==> src/rtl/carregador_matriz.sv <==
// Assembles a row-major stream of signed elements into a flat n x n matrix (n = 2..5).
// Optional macro CARREGADOR_ZERO_FILL_EN clears every slot when a load is accepted.
module carregador_matriz #(
  parameter int ELEM_W  = 8,
  parameter int MAX_DIM = 5
) (
  input  logic                                clk,
  input  logic                                rst_n,
  input  logic                                start,
  input  logic [1:0]                          matrix_size,
  input  logic [ELEM_W-1:0]                   in_data,
  input  logic                                in_valid,
  output logic                                in_ready,
  output logic [MAX_DIM*MAX_DIM*ELEM_W-1:0]   matriz_A,
  output logic                                matriz_valid,
  input  logic                                matriz_ack,
  output logic                                busy,
  output logic [$clog2(MAX_DIM*MAX_DIM+1)-1:0] elem_count
);

  localparam int SLOTS = MAX_DIM * MAX_DIM;
  localparam int CNT_W = $clog2(SLOTS + 1);

  typedef enum logic [1:0] {
    IDLE = 2'b00,
    LOAD = 2'b01,
    DONE = 2'b10
  } state_t;

  state_t     state_r;
  logic [1:0] size_r;
  logic [CNT_W-1:0] total_s;
  logic [CNT_W-1:0] last_idx_s;
  logic             fire_s;

  // Dimension code 0..3 maps to n = 2..5; returns n*n.
  function automatic logic [CNT_W-1:0] total_elems(input logic [1:0] code);
    logic [CNT_W-1:0] dim;
    dim = CNT_W'(code) + CNT_W'(2);
    return CNT_W'(dim * dim);
  endfunction

  // Element count for the latched size and the handshake qualifier.
  always_comb begin
    total_s    = total_elems(size_r);
    last_idx_s = total_s - CNT_W'(1);
    fire_s     = in_valid && in_ready;
  end

  // Load FSM; every output is a register updated with the state.
  always_ff @(posedge clk or negedge rst_n) begin
    if (!rst_n) begin
      state_r      <= IDLE;
      size_r       <= 2'b00;
      matriz_A     <= '0;
      matriz_valid <= 1'b0;
      in_ready     <= 1'b0;
      busy         <= 1'b0;
      elem_count   <= '0;
    end else begin
      case (state_r)
        IDLE: begin
          if (start) begin
            size_r       <= matrix_size;
            elem_count   <= '0;
`ifdef CARREGADOR_ZERO_FILL_EN
            matriz_A     <= '0;
`else
            matriz_A     <= matriz_A;
`endif
            in_ready     <= 1'b1;
            busy         <= 1'b1;
            matriz_valid <= 1'b0;
            state_r      <= LOAD;
          end else begin
            state_r <= IDLE;
          end
        end
        LOAD: begin
          if (fire_s) begin
            // Slots beyond n*n are excluded so stale data there is never overwritten.
            for (int k = 0; k < SLOTS; k++) begin
              if ((elem_count == CNT_W'(k)) && (elem_count < total_s)) begin
                matriz_A[k*ELEM_W +: ELEM_W] <= in_data;
              end
            end
            elem_count <= elem_count + CNT_W'(1);
            if (elem_count == last_idx_s) begin
              in_ready     <= 1'b0;
              matriz_valid <= 1'b1;
              state_r      <= DONE;
            end else begin
              state_r <= LOAD;
            end
          end else begin
            state_r <= LOAD;
          end
        end
        DONE: begin
          if (matriz_ack) begin
            matriz_valid <= 1'b0;
            busy         <= 1'b0;
            state_r      <= IDLE;
          end else begin
            state_r <= DONE;
          end
        end
        default: begin
          state_r      <= IDLE;
          matriz_valid <= 1'b0;
          in_ready     <= 1'b0;
          busy         <= 1'b0;
        end
      endcase
    end
  end

endmodule
==> config.mk <==
export PLATFORM = sky130hd
export DESIGN_NAME = carregador_matriz
export DESIGN_NICKNAME = d
export VERILOG_FILES = /design/src/rtl/carregador_matriz.sv
export SDC_FILE = /design/constraint.sdc
export NUM_CORES = 1
export LEC_CHECK = 0
export ABC_AREA = 1
export ABC_CLOCK_PERIOD_IN_PS = 2300
export BUFFER_PORTS_ARGS = -buffer_cell sky130_fd_sc_hd__buf_2
export CORE_MARGIN = 5
export CORE_UTILIZATION = 55
export CTS_BUF_LIST = sky130_fd_sc_hd__clkbuf_2 sky130_fd_sc_hd__clkbuf_4 sky130_fd_sc_hd__clkbuf_8
export CTS_CLUSTER_SIZE = 25
export DETAILED_ROUTE_END_ITERATION = 10
export PLACE_DENSITY = 0.79
export SLEW_MARGIN = 5
export SYNTH_ARGS = -nofsm -noshare
export SYNTH_HDL_FRONTEND = slang
export SYNTH_SLANG_ARGS = --single-unit
==> constraint.sdc <==
create_clock -name clk -period 2.3 [get_ports clk]
set_input_delay 0.23 -clock clk [delete_from_list [all_inputs] [get_ports clk]]
set_output_delay 0.23 -clock clk [all_outputs]
set_load 0.02 [all_outputs]
==> flow_summary.ini, run 1 <==
[outcome]
status = complete, no violations

[power_and_ir_drop]
p_per_area_nw_per_um2 = 1310
total_leakage_power_uw = 0.00679
vdd_drop_max_mv = 0.696

[flow_run]
max_cap_viol_count = 0

[setup_path]
cp_top_family = simple AND/OR/NAND/NOR gates
cp_slowest_cell = dfrtp_1
critPathRequiredTime_ns = 2.75
path_cells = inv_2 -> nand2_1 -> ha_1 -> a21oi_1 -> o21ai_0 -> nor2_4 -> buf_12 -> buf_4 -> nand3_1 -> nand2_1
crit_buf_inv = 3
cp-start-kind = flop
r2r_start = size_r[0]
cpMostUsedCell = nand2_1
worstSetupEndpointType = flop
critPathMaxStageDelay_ns = 0.41
r2r_end = matriz_A[9]
crit_type = flop to flop
cp_max_fo = 17
crit_arrival_ns = 2.58
cp.depth = 10
rr_worst_depth = 10
ff2ff_setup_slack_ns = 0.17

[synthesis]
ys.flop_type = dfrtp_1
ys_warn_count = 0
synth.area.top_cells = dfrtp_1 (59%), nand2_1 (19%), nand3_1 (11%)
yosysSeqAreaShare_pct = 59.3
avgSynthCellArea_sq_um = 8.79
synthCells = 1018
syn-cell-area_sq_um = 8950
synth_top_cell_area_share_pct = 59.3
syn_nets = 1042
synth_top_area_cell = dfrtp_1
ys_seq_elements = 212
yosysUniqueCellTypes = 24
synth_edf_count = 0
async_flop_share_pct = 100

[floorplan]
io_pins = 223
fp.dieH_um = 138
fp-row-count = 46
core_area_sq_um = 15900
die_width_um = 138
die_area_sq_um = 18900
start_util_pct = 56.1

[drt]
wl_mm = 27.3
wire_per_inst_um = 18.1
via_per_inst = 5.40
drt_iter0_drc = 678
antenna_left = 0
num_vias = 8147
remaining_drc_errors = 0
dr.pass1.iters = 6

[clock_network]
cts_tree = yes
htreeDepth = 2
cts.clk_slew.worst_paths_ns = 0.06
clock_latency_ns = 0.52
numCtsBuffers = 35
cts.sinks = 212
cts_root_buf = clkbuf_8
cts_max_path_buffers = 3

[grt]
grt_max_degree = 67
grt.busiest_layer = met2
grt.met1_usage_pct = 39.1
track_usage_pct = 28.6
use_met2_pct = 44.8
met3_usage_pct = 5.77
antenna_found_initial = 0
grt-ovfl-total = 0
grt_first_pass_wirelength_mm = 41.9
grt_pass1_vias = 7792

[sta]
fin_crit_sh_pct = 92.7
setup_viol = 0
tns_ns = 0
finalCriticalPeriod_ns = 2.13
fmax_mhz = 469
slew_headroom_pct = 44.9
setup_slack_ns = 0.169
final_hold_viol_count = 0
fin_worst_skew_ns = 0.0286
worst_pin_slew_ns = 0.826
holdWs_ns = 0.130
finalMaxSlewViolations = 0

[final_layout]
multi_input_area_sq_um = 3410
fin_nets = 1295
seq_area_sq_um = 5310
area_growth_pct = 27.4
finalNonFillerCells = 1510
utilization_pct = 71.5
fillers = 1229
drive_gt1_share_pct = 29.5
antenna_cells = 0

[placed_design]
hpwl_mm = 17.8
port_buffers = 222
globalplace.congestion = 0.878
place_inst = 1440
pre_cts_slack_ns = -0.0272

[worst_hold_path]
worstHoldPathType = input pin to flop
hp-start = in_valid
hold_end = state_r[0]
hold_path_depth = 4
[metal layers]
metal / part of all wire [%] / vias to the layer above / wire length, um
met4: 3.7 / 0 / 1000
met3: 8.9 / 69 / 2430
met2: 48 / 375 / 13000
li1: - / 3801 / -
met1: 40 / 3902 / 10800
met5: 0 / - / 0
[kinds of logic after synthesis]
logic type / Yosys count / share of synthesized area (%)
flops: 212 / 59.3
compound gates: 19 / 1.08
buf+inv: 68 / 3.30
simple gates: 710 / 35.1
fa+ha+maj: 9 / 1.26
[per-stage QoR]
step / cell area (sq um) / power (uW)
after floorplan: 8950 / 8690
after global routing: 11400 / 15700
final: 11400 / 14900
after CTS: 11200 / 14400
after detailed placement: 10400 / 10800
after global placement: 10400 / 10600
[synth_stat cells (2+ instances only)]
cell type  count
nand2_1      457
dfrtp_1      212
nand3_1      205
clkbuf_1      21
buf_2         19
inv_1         17
nor2_2        12
a21oi_1       11
nor2_1        10
ha_1           9
nor2_4         9
buf_1          8
o21ai_0        7
nand2_2        4
nand2_4        3
nor3_4         3
inv_2          2
nor3_1         2
nor3_2         2
[final cells by class]
| type | count | area share [%] |
|---|---|---|
| Clock buffer | 56 | 6.27 |
| Sequential cell | 212 | 46.5 |
| Clock inverter | 4 | 0.615 |
| Multi-Input combinational cell | 738 | 29.9 |
| Timing Repair Buffer | 265 | 13.7 |
| Inverter | 19 | 0.626 |
| Tap cell | 216 | 2.37 |
[tightest hold or removal path, stage by stage]
cell and delay (ns):
buf_2 0.09, nand2_2 0.09, nand2_1 0.10, nand3_1 0.08
[placed cells by master (no fill, tap or decap), types with 4 or more instances in the layout]
cell type,n
dlygate4sd3_1,4
clkbuf_4,9
nor2_1,10
a21oi_1,11
buf_4,31
nand2_2,26
inv_2,4
clkbuf_8,48
buf_12,4
dfrtp_1,212
buf_2,221
inv_1,15
nand3_1,205
nor2_2,11
nor2_4,10
o21ai_0,7
nand2_1,435
ha_1,9
[state kept, by name (all words and copies together), names as in the netlist]
name / flops
busy: 1
elem_count: 5
in_ready: 1
matriz_A: 200
matriz_valid: 1
size_r: 2
state_r: 2
[power breakdown]
part | internal, uW | switching [uW] | total (uW)
Combinational | 1910 | 4080 | 5990
Sequential | 4670 | 591 | 5260
Clock | 2190 | 1470 | 3650
Total | 8770 | 6140 | 14900
[how the worst max path moves through the flow]
stage	startpoint	end	slack, ns
global placement	size_r[0]	matriz_A[91]	0.14
CTS	size_r[0]	matriz_A[12]	-0.01
global route	size_r[1]	matriz_A[52]	-0.009
detailed placement	size_r[0]	matriz_A[12]	-0.03
finish	size_r[0]	matriz_A[9]	0.17
floorplan	size_r[0]	matriz_A[80]	0.37
[timing repair]
item,4_1_cts,5_1_grt
endpoints found under the setup margin,3,200
pin swaps,0,1
buffers inserted,0,3
gates cloned,0,3
gates resized for setup,0,25
hold buffers,4,0
endpoints found under the hold margin,58,0
Note: power is estimated with default switching activity, not from simulation.
==> inputs of run 2 (changes only) <==
--- a/config.mk
+++ b/config.mk
@@ -7,13 +7,15 @@
 export LEC_CHECK = 0
 export ABC_AREA = 1
 export ABC_CLOCK_PERIOD_IN_PS = 2300
-export BUFFER_PORTS_ARGS = -buffer_cell sky130_fd_sc_hd__buf_2
+export BUFFER_PORTS_ARGS = -buffer_cell sky130_fd_sc_hd__clkbuf_2
+export CAP_MARGIN = 25
 export CORE_MARGIN = 5
 export CORE_UTILIZATION = 55
 export CTS_BUF_LIST = sky130_fd_sc_hd__clkbuf_2 sky130_fd_sc_hd__clkbuf_4 sky130_fd_sc_hd__clkbuf_8
 export CTS_CLUSTER_SIZE = 25
 export DETAILED_ROUTE_END_ITERATION = 10
 export PLACE_DENSITY = 0.79
+export RECOVER_POWER = 100
 export SLEW_MARGIN = 5
 export SYNTH_ARGS = -nofsm -noshare
 export SYNTH_HDL_FRONTEND = slang
==> flow_summary.ini, run 2 (synthesis results as in run 1) <==
[setup_path]
cpMostUsedCell = nand2_1
crit_end = matriz_A[13]
worstSetupEndpointType = flop
cp-start-kind = flop
crit_arrival_ns = 2.62
cp_max_fo = 35
r2r_start = size_r[1]
cp.depth = 10
rr_worst_depth = 10
cp_top_family = simple AND/OR/NAND/NOR gates
cp_slowest_cell = dfrtp_1
crit_type = flop to flop
startpoint = size_r[1]
critPathMaxStageDelay_ns = 0.40
critPathRequiredTime_ns = 2.70
r2r_end = matriz_A[13]
path_cells = inv_1 -> nand2_1 -> ha_1 -> a21oi_1 -> o21ai_0 -> nor2_4 -> buf_12 -> nand2_1 -> nand2_1 -> nand2_1
ff2ff_setup_slack_ns = 0.07
crit_buf_inv = 2

[final_layout]
fin_nets = 1295
antenna_cells = 0
layout_common_cells = nand2_1 (454), dfrtp_1 (212), clkbuf_1 (207)
drive_gt1_share_pct = 11.8
fillers = 1454
layout_commonest_cell = nand2_1
reg_top3 = matriz_A: 200 flops, elem_count: 5 flops
largest_reg_flops = 200
finalNonFillerCells = 1508
utilization_pct = 68.9
area_growth_pct = 22.8
top_register = matriz_A

[sta]
worst_pin_slew_ns = 1.63
finalMaxSlewViolations = 67
final_hold_viol_count = 0
fin_worst_skew_ns = 0.0190
finalCriticalPeriod_ns = 2.23
setup_viol = 0
fmax_mhz = 449
rsz0062_at_grt = true
fin_crit_sh_pct = 96.8
slew_headroom_pct = -8.75

[clock_network]
cts_max_path_buffers = 3
cts.clk_slew.worst_paths_ns = 0.06
htreeDepth = 2
cts_root_buf = clkbuf_8
cts_tree = yes
numCtsBuffers = 37
cts.sinks = 212
clock_latency_ns = 0.52

[floorplan]
core_area_sq_um = 15900
die_area_sq_um = 18900
start_util_pct = 56.1
fp-row-count = 46
io_pins = 223
die_width_um = 138
fp.dieH_um = 138

[power_and_ir_drop]
swShare_pct = 42.1
pwr-share-clk_pct = 24.2
power.internal_uw = 8230
total_leakage_power_uw = 0.00586
p_sw_uw = 5980
pwr-share-seq_pct = 37.2
combPwrFrac_pct = 38.6
p_per_area_nw_per_um2 = 1290
vdd_drop_max_mv = 0.793

[drt]
dr.pass1.iters = 5
wl_mm = 26.4
drt_iter0_drc = 679
wire_per_inst_um = 17.5
antenna_left = 0
num_vias = 8135
via_per_inst = 5.39
remaining_drc_errors = 0

[worst_hold_path]
hp-start = in_valid
worstHoldPathType = input pin to flop
hold_path_depth = 4

[outcome]
status = finished with violations
violations = max-capacitance violations, max-slew violations

[placed_design]
globalplace.congestion = 0.853
place_inst = 1441
hpwl_mm = 17.4
port_buffers = 222

[grt]
grt-ovfl-total = 0
grt_max_degree = 67
grt_pass1_vias = 7842
antenna_found_initial = 0
track_usage_pct = 28.0
grt_first_pass_wirelength_mm = 41.5

[flow_run]
max_cap_viol_count = 1
==> run 2: cell types whose count changed in the layout (fill, tap and decap cells not counted), sizes merged <==
cell      delta
bufinv       -2
clkinvlp     +1
clkbuf     +224
buf        -224
inv          -1
==> run 2: area by class of cell <==
class	count	area (sq um)	area share, %
sequential	212	5310	48.3
multi-input combinational	738	3360	30.6
timing repair buffer	263	1240	11.3
clock buffer	58	723	6.58
tap	216	270	2.46
inverter	19	71.3	0.649
clock inverter	2	12.5	0.114
==> run 2: through the flow <==
stage / setup slack (ns) / setup TNS [ns] / hold slack [ns] / total power [uW] / area (sq um)
final: 0.0746 / 0 / 0.134 / 14200 / 11000
after CTS: 0.0417 / 0 / 0.108 / 14300 / 11200
after global routing: -0.0461 / -0.796 / 0.145 / 15000 / 11000
after detailed placement: 0.0398 / 0 / 0.271 / 10900 / 10400
after global placement: 0.150 / 0 / 0.265 / 10700 / 10400
after floorplan: 0.366 / 0 / -0.0656 / 8690 / 8950
==> run 2: power by group through the flow <==
stage	Sequential (uW)	Clock [uW]	Combinational [uW]
global placement	5320	0	5420
finish	5290	3440	5480
floorplan	6410	0	2270
CTS	5280	3480	5560
global route	5390	3680	5970
detailed placement	5330	0	5540
==> run 2: per-layer routing <==
layer | GRT usage [%] | part of all wire, %
met1 | 39.1 | 41
met2 | 42.9 | 46
met3 | 5.15 | 8.6
met4 | 13.0 | 4.2
met5 | 0 | 0
==> run 2: tightest hold or removal path, stage by stage <==
cell	delay, ns
clkbuf_2	0.09
nand2_2	0.10
nand2_1	0.11
nand3_1	0.07
==> run 2: worst min-delay path by stage <==
stage / endpoint / slack, ns
finish: state_r[0] / 0.13
global route: state_r[0] / 0.14
CTS: state_r[0] / 0.11
detailed placement: matriz_A[123] / 0.27
global placement: matriz_A[123] / 0.27
floorplan: busy / -0.07
==> run 2: timing repair <==
| item | in CTS | in global routing |
|---|---|---|
| hold buffers | 4 | 0 |
| setup endpoints to repair | 0 | 182 |
| endpoints found under the hold margin | 64 | 0 |
| resized for setup | 0 | 5 |
| setup buffers | 0 | 2 |
==> inputs of run 3 (changes only) <==
--- a/config.mk
+++ b/config.mk
@@ -6,15 +6,15 @@
 export NUM_CORES = 1
 export LEC_CHECK = 0
 export ABC_AREA = 1
-export ABC_CLOCK_PERIOD_IN_PS = 2300
+export ABC_CLOCK_PERIOD_IN_PS = 2000
 export BUFFER_PORTS_ARGS = -buffer_cell sky130_fd_sc_hd__clkbuf_2
 export CAP_MARGIN = 25
 export CORE_MARGIN = 5
-export CORE_UTILIZATION = 55
+export CORE_UTILIZATION = 50
 export CTS_BUF_LIST = sky130_fd_sc_hd__clkbuf_2 sky130_fd_sc_hd__clkbuf_4 sky130_fd_sc_hd__clkbuf_8
 export CTS_CLUSTER_SIZE = 25
 export DETAILED_ROUTE_END_ITERATION = 10
-export PLACE_DENSITY = 0.79
+export PLACE_DENSITY = 0.76
 export RECOVER_POWER = 100
 export SLEW_MARGIN = 5
 export SYNTH_ARGS = -nofsm -noshare
==> constraint.sdc (replaced) <==
create_clock -name clk -period 2 [get_ports clk]
set_input_delay 0.2 -clock clk [delete_from_list [all_inputs] [get_ports clk]]
set_output_delay 0.2 -clock clk [all_outputs]
set_load 0.02 [all_outputs]
==> flow_summary.ini, run 3 (synthesis results as in run 1) <==
[grt]
antenna_found_initial = 0
grt_max_degree = 59
grt_first_pass_wirelength_mm = 43.4
grt_pass1_vias = 7956
track_usage_pct = 26.7
grt-ovfl-total = 0

[clock_network]
numCtsBuffers = 36
cts_root_buf = clkbuf_8
htreeDepth = 2
cts.clk_slew.worst_paths_ns = 0.06
cts.sinks = 212
cts_max_path_buffers = 3
cts_tree = yes
clock_latency_ns = 0.52

[final_layout]
reg_top3 = matriz_A: 200 flops, elem_count: 5 flops
drive_gt1_share_pct = 15.5
top_register = matriz_A
multi_input_area_sq_um = 3460
postLayoutCellArea_sq_um = 11500
layout_common_cells = nand2_1 (441), dfrtp_1 (211), clkbuf_1 (207)
seq_area_sq_um = 5310
area_growth_pct = 28.7
fin_nets = 1326
antenna_cells = 0
fillers = 1619
largest_reg_flops = 200
layout_commonest_cell = nand2_1

[placed_design]
port_buffers = 222
hpwl_mm = 17.9
globalplace.congestion = 0.893
dpl_cell_area_sq_um = 10700
pre_cts_slack_ns = -0.0599

[drt]
dr.pass1.iters = 6
remaining_drc_errors = 0
drt_iter0_drc = 670
antenna_left = 0
wire_per_inst_um = 17.8
via_per_inst = 5.30
wl_mm = 27.6
num_vias = 8243

[sta]
finalCriticalPeriod_ns = 1.94
fmax_mhz = 515
fin_worst_skew_ns = 0.0237
rsz0062_at_grt = true
fin_crit_sh_pct = 97.0
final_hold_viol_count = 0
setup_viol = 0
finalMaxSlewViolations = 57
worst_pin_slew_ns = 1.51
setup_slack_ns = 0.0595
slew_headroom_pct = -0.334

[power_and_ir_drop]
combPwrFrac_pct = 40.6
vdd_drop_max_mv = 1.11
p_sw_uw = 7240
power.internal_uw = 10400
swShare_pct = 41.0
total_leakage_power_uw = 0.00615
pwr-share-seq_pct = 34.7
pwr-share-clk_pct = 24.7
p_per_area_nw_per_um2 = 1530

[outcome]
status = finished with violations
violations = max-capacitance violations, max-slew violations

[setup_path]
crit_type = flop to flop
worstSetupEndpointType = flop
crit_arrival_ns = 2.39
rr_worst_depth = 7
ff2ff_setup_slack_ns = 0.06
r2r_end = matriz_A[111]
r2r_start = elem_count[1]
cp-start-kind = flop
cp_max_fo = 8
critPathRequiredTime_ns = 2.45

[floorplan]
core_area_sq_um = 17800
fp-row-count = 49
io_pins = 223
fp.dieH_um = 144
start_util_pct = 50.3
die_width_um = 144
die_area_sq_um = 20700

[worst_hold_path]
hold_end = state_r[0]
hp-start = in_valid
worstHoldPathType = input pin to flop
hold_path_depth = 4

[flow_run]
max_cap_viol_count = 1
[run 3: cell count changes in the layout (fill, tap and decap cells not counted), sizes merged]
cell,change
bufinv,+3
clkbuf,-1
bufbuf,+1
clkinvlp,-1
buf,+31
[run 3: how the worst max path moves through the flow]
stage | start | to | slack (ns)
2_1_floorplan | size_r[0] | matriz_A[80] | 0.07
3_3_place_gp | size_r[1] | matriz_A[56] | -0.02
3_5_place_dp | size_r[1] | matriz_A[66] | -0.06
4_1_cts | size_r[0] | matriz_A[47] | 0.007
5_1_grt | size_r[1] | matriz_A[72] | -0.04
6_report | elem_count[1] | matriz_A[111] | 0.06
[run 3: cell type report]
type / count / share of cell area, %
flip-flops and latches: 212 / 46.1
multi-input cells: 738 / 30.1
repair buffers: 295 / 13.7
clock buffers: 57 / 6.21
well taps: 229 / 2.49
clock inverters: 4 / 0.826
inverters: 19 / 0.619
[run 3: repair_timing]
item                                   CTS  global route
setup buffers                            3             1
cloned                                   3             1
hold buffers                             4             0
pin swaps                                0             6
endpoints found under the hold margin   56             0
resized for setup                       25            22
setup endpoints to repair              194           186
[run 3: metal layers]
layer	wire length (um)	up-vias	track usage, %
li1	-	3860	-
met1	11600	3971	37.5
met2	13100	354	41.6
met3	2160	58	5.06
met4	777	0	10.0
met5	0	-	0
[run 3: critical path, stage by stage, from the launching register on]
cell and delay, ns:
dfrtp_1 0.49, inv_1 0.25, ha_1 0.26, inv_1 0.10
nor3_2 0.38, buf_4 0.23, nand3_1 0.08, nand2_1 0.10
[run 3: power by group through the flow]
stage	clock, uW	combinational [uW]	sequential [uW]
final	4360	7160	6110
after global routing	4630	7730	6220
after CTS	4420	7290	6100
after detailed placement	0	6490	6160
after global placement	0	6360	6150
after floorplan	0	2610	7380
[run 3: stage by stage]
stage | TNS [ns] | total power, uW | utilization, % | cells | hold slack [ns]
4_1_cts | 0 | 17800 | 66.0 | 1553 | 0.0481
3_3_place_gp | -0.221 | 12500 | 60.1 | 1482 | 0.212
5_1_grt | -1.58 | 18600 | 64.8 | 1554 | 0.110
6_report | 0 | 17600 | 64.8 | 1554 | 0.0778
3_5_place_dp | -3.98 | 12700 | 60.1 | 1482 | 0.218
2_1_floorplan | 0 | 9990 | - | 1018 | -0.0956
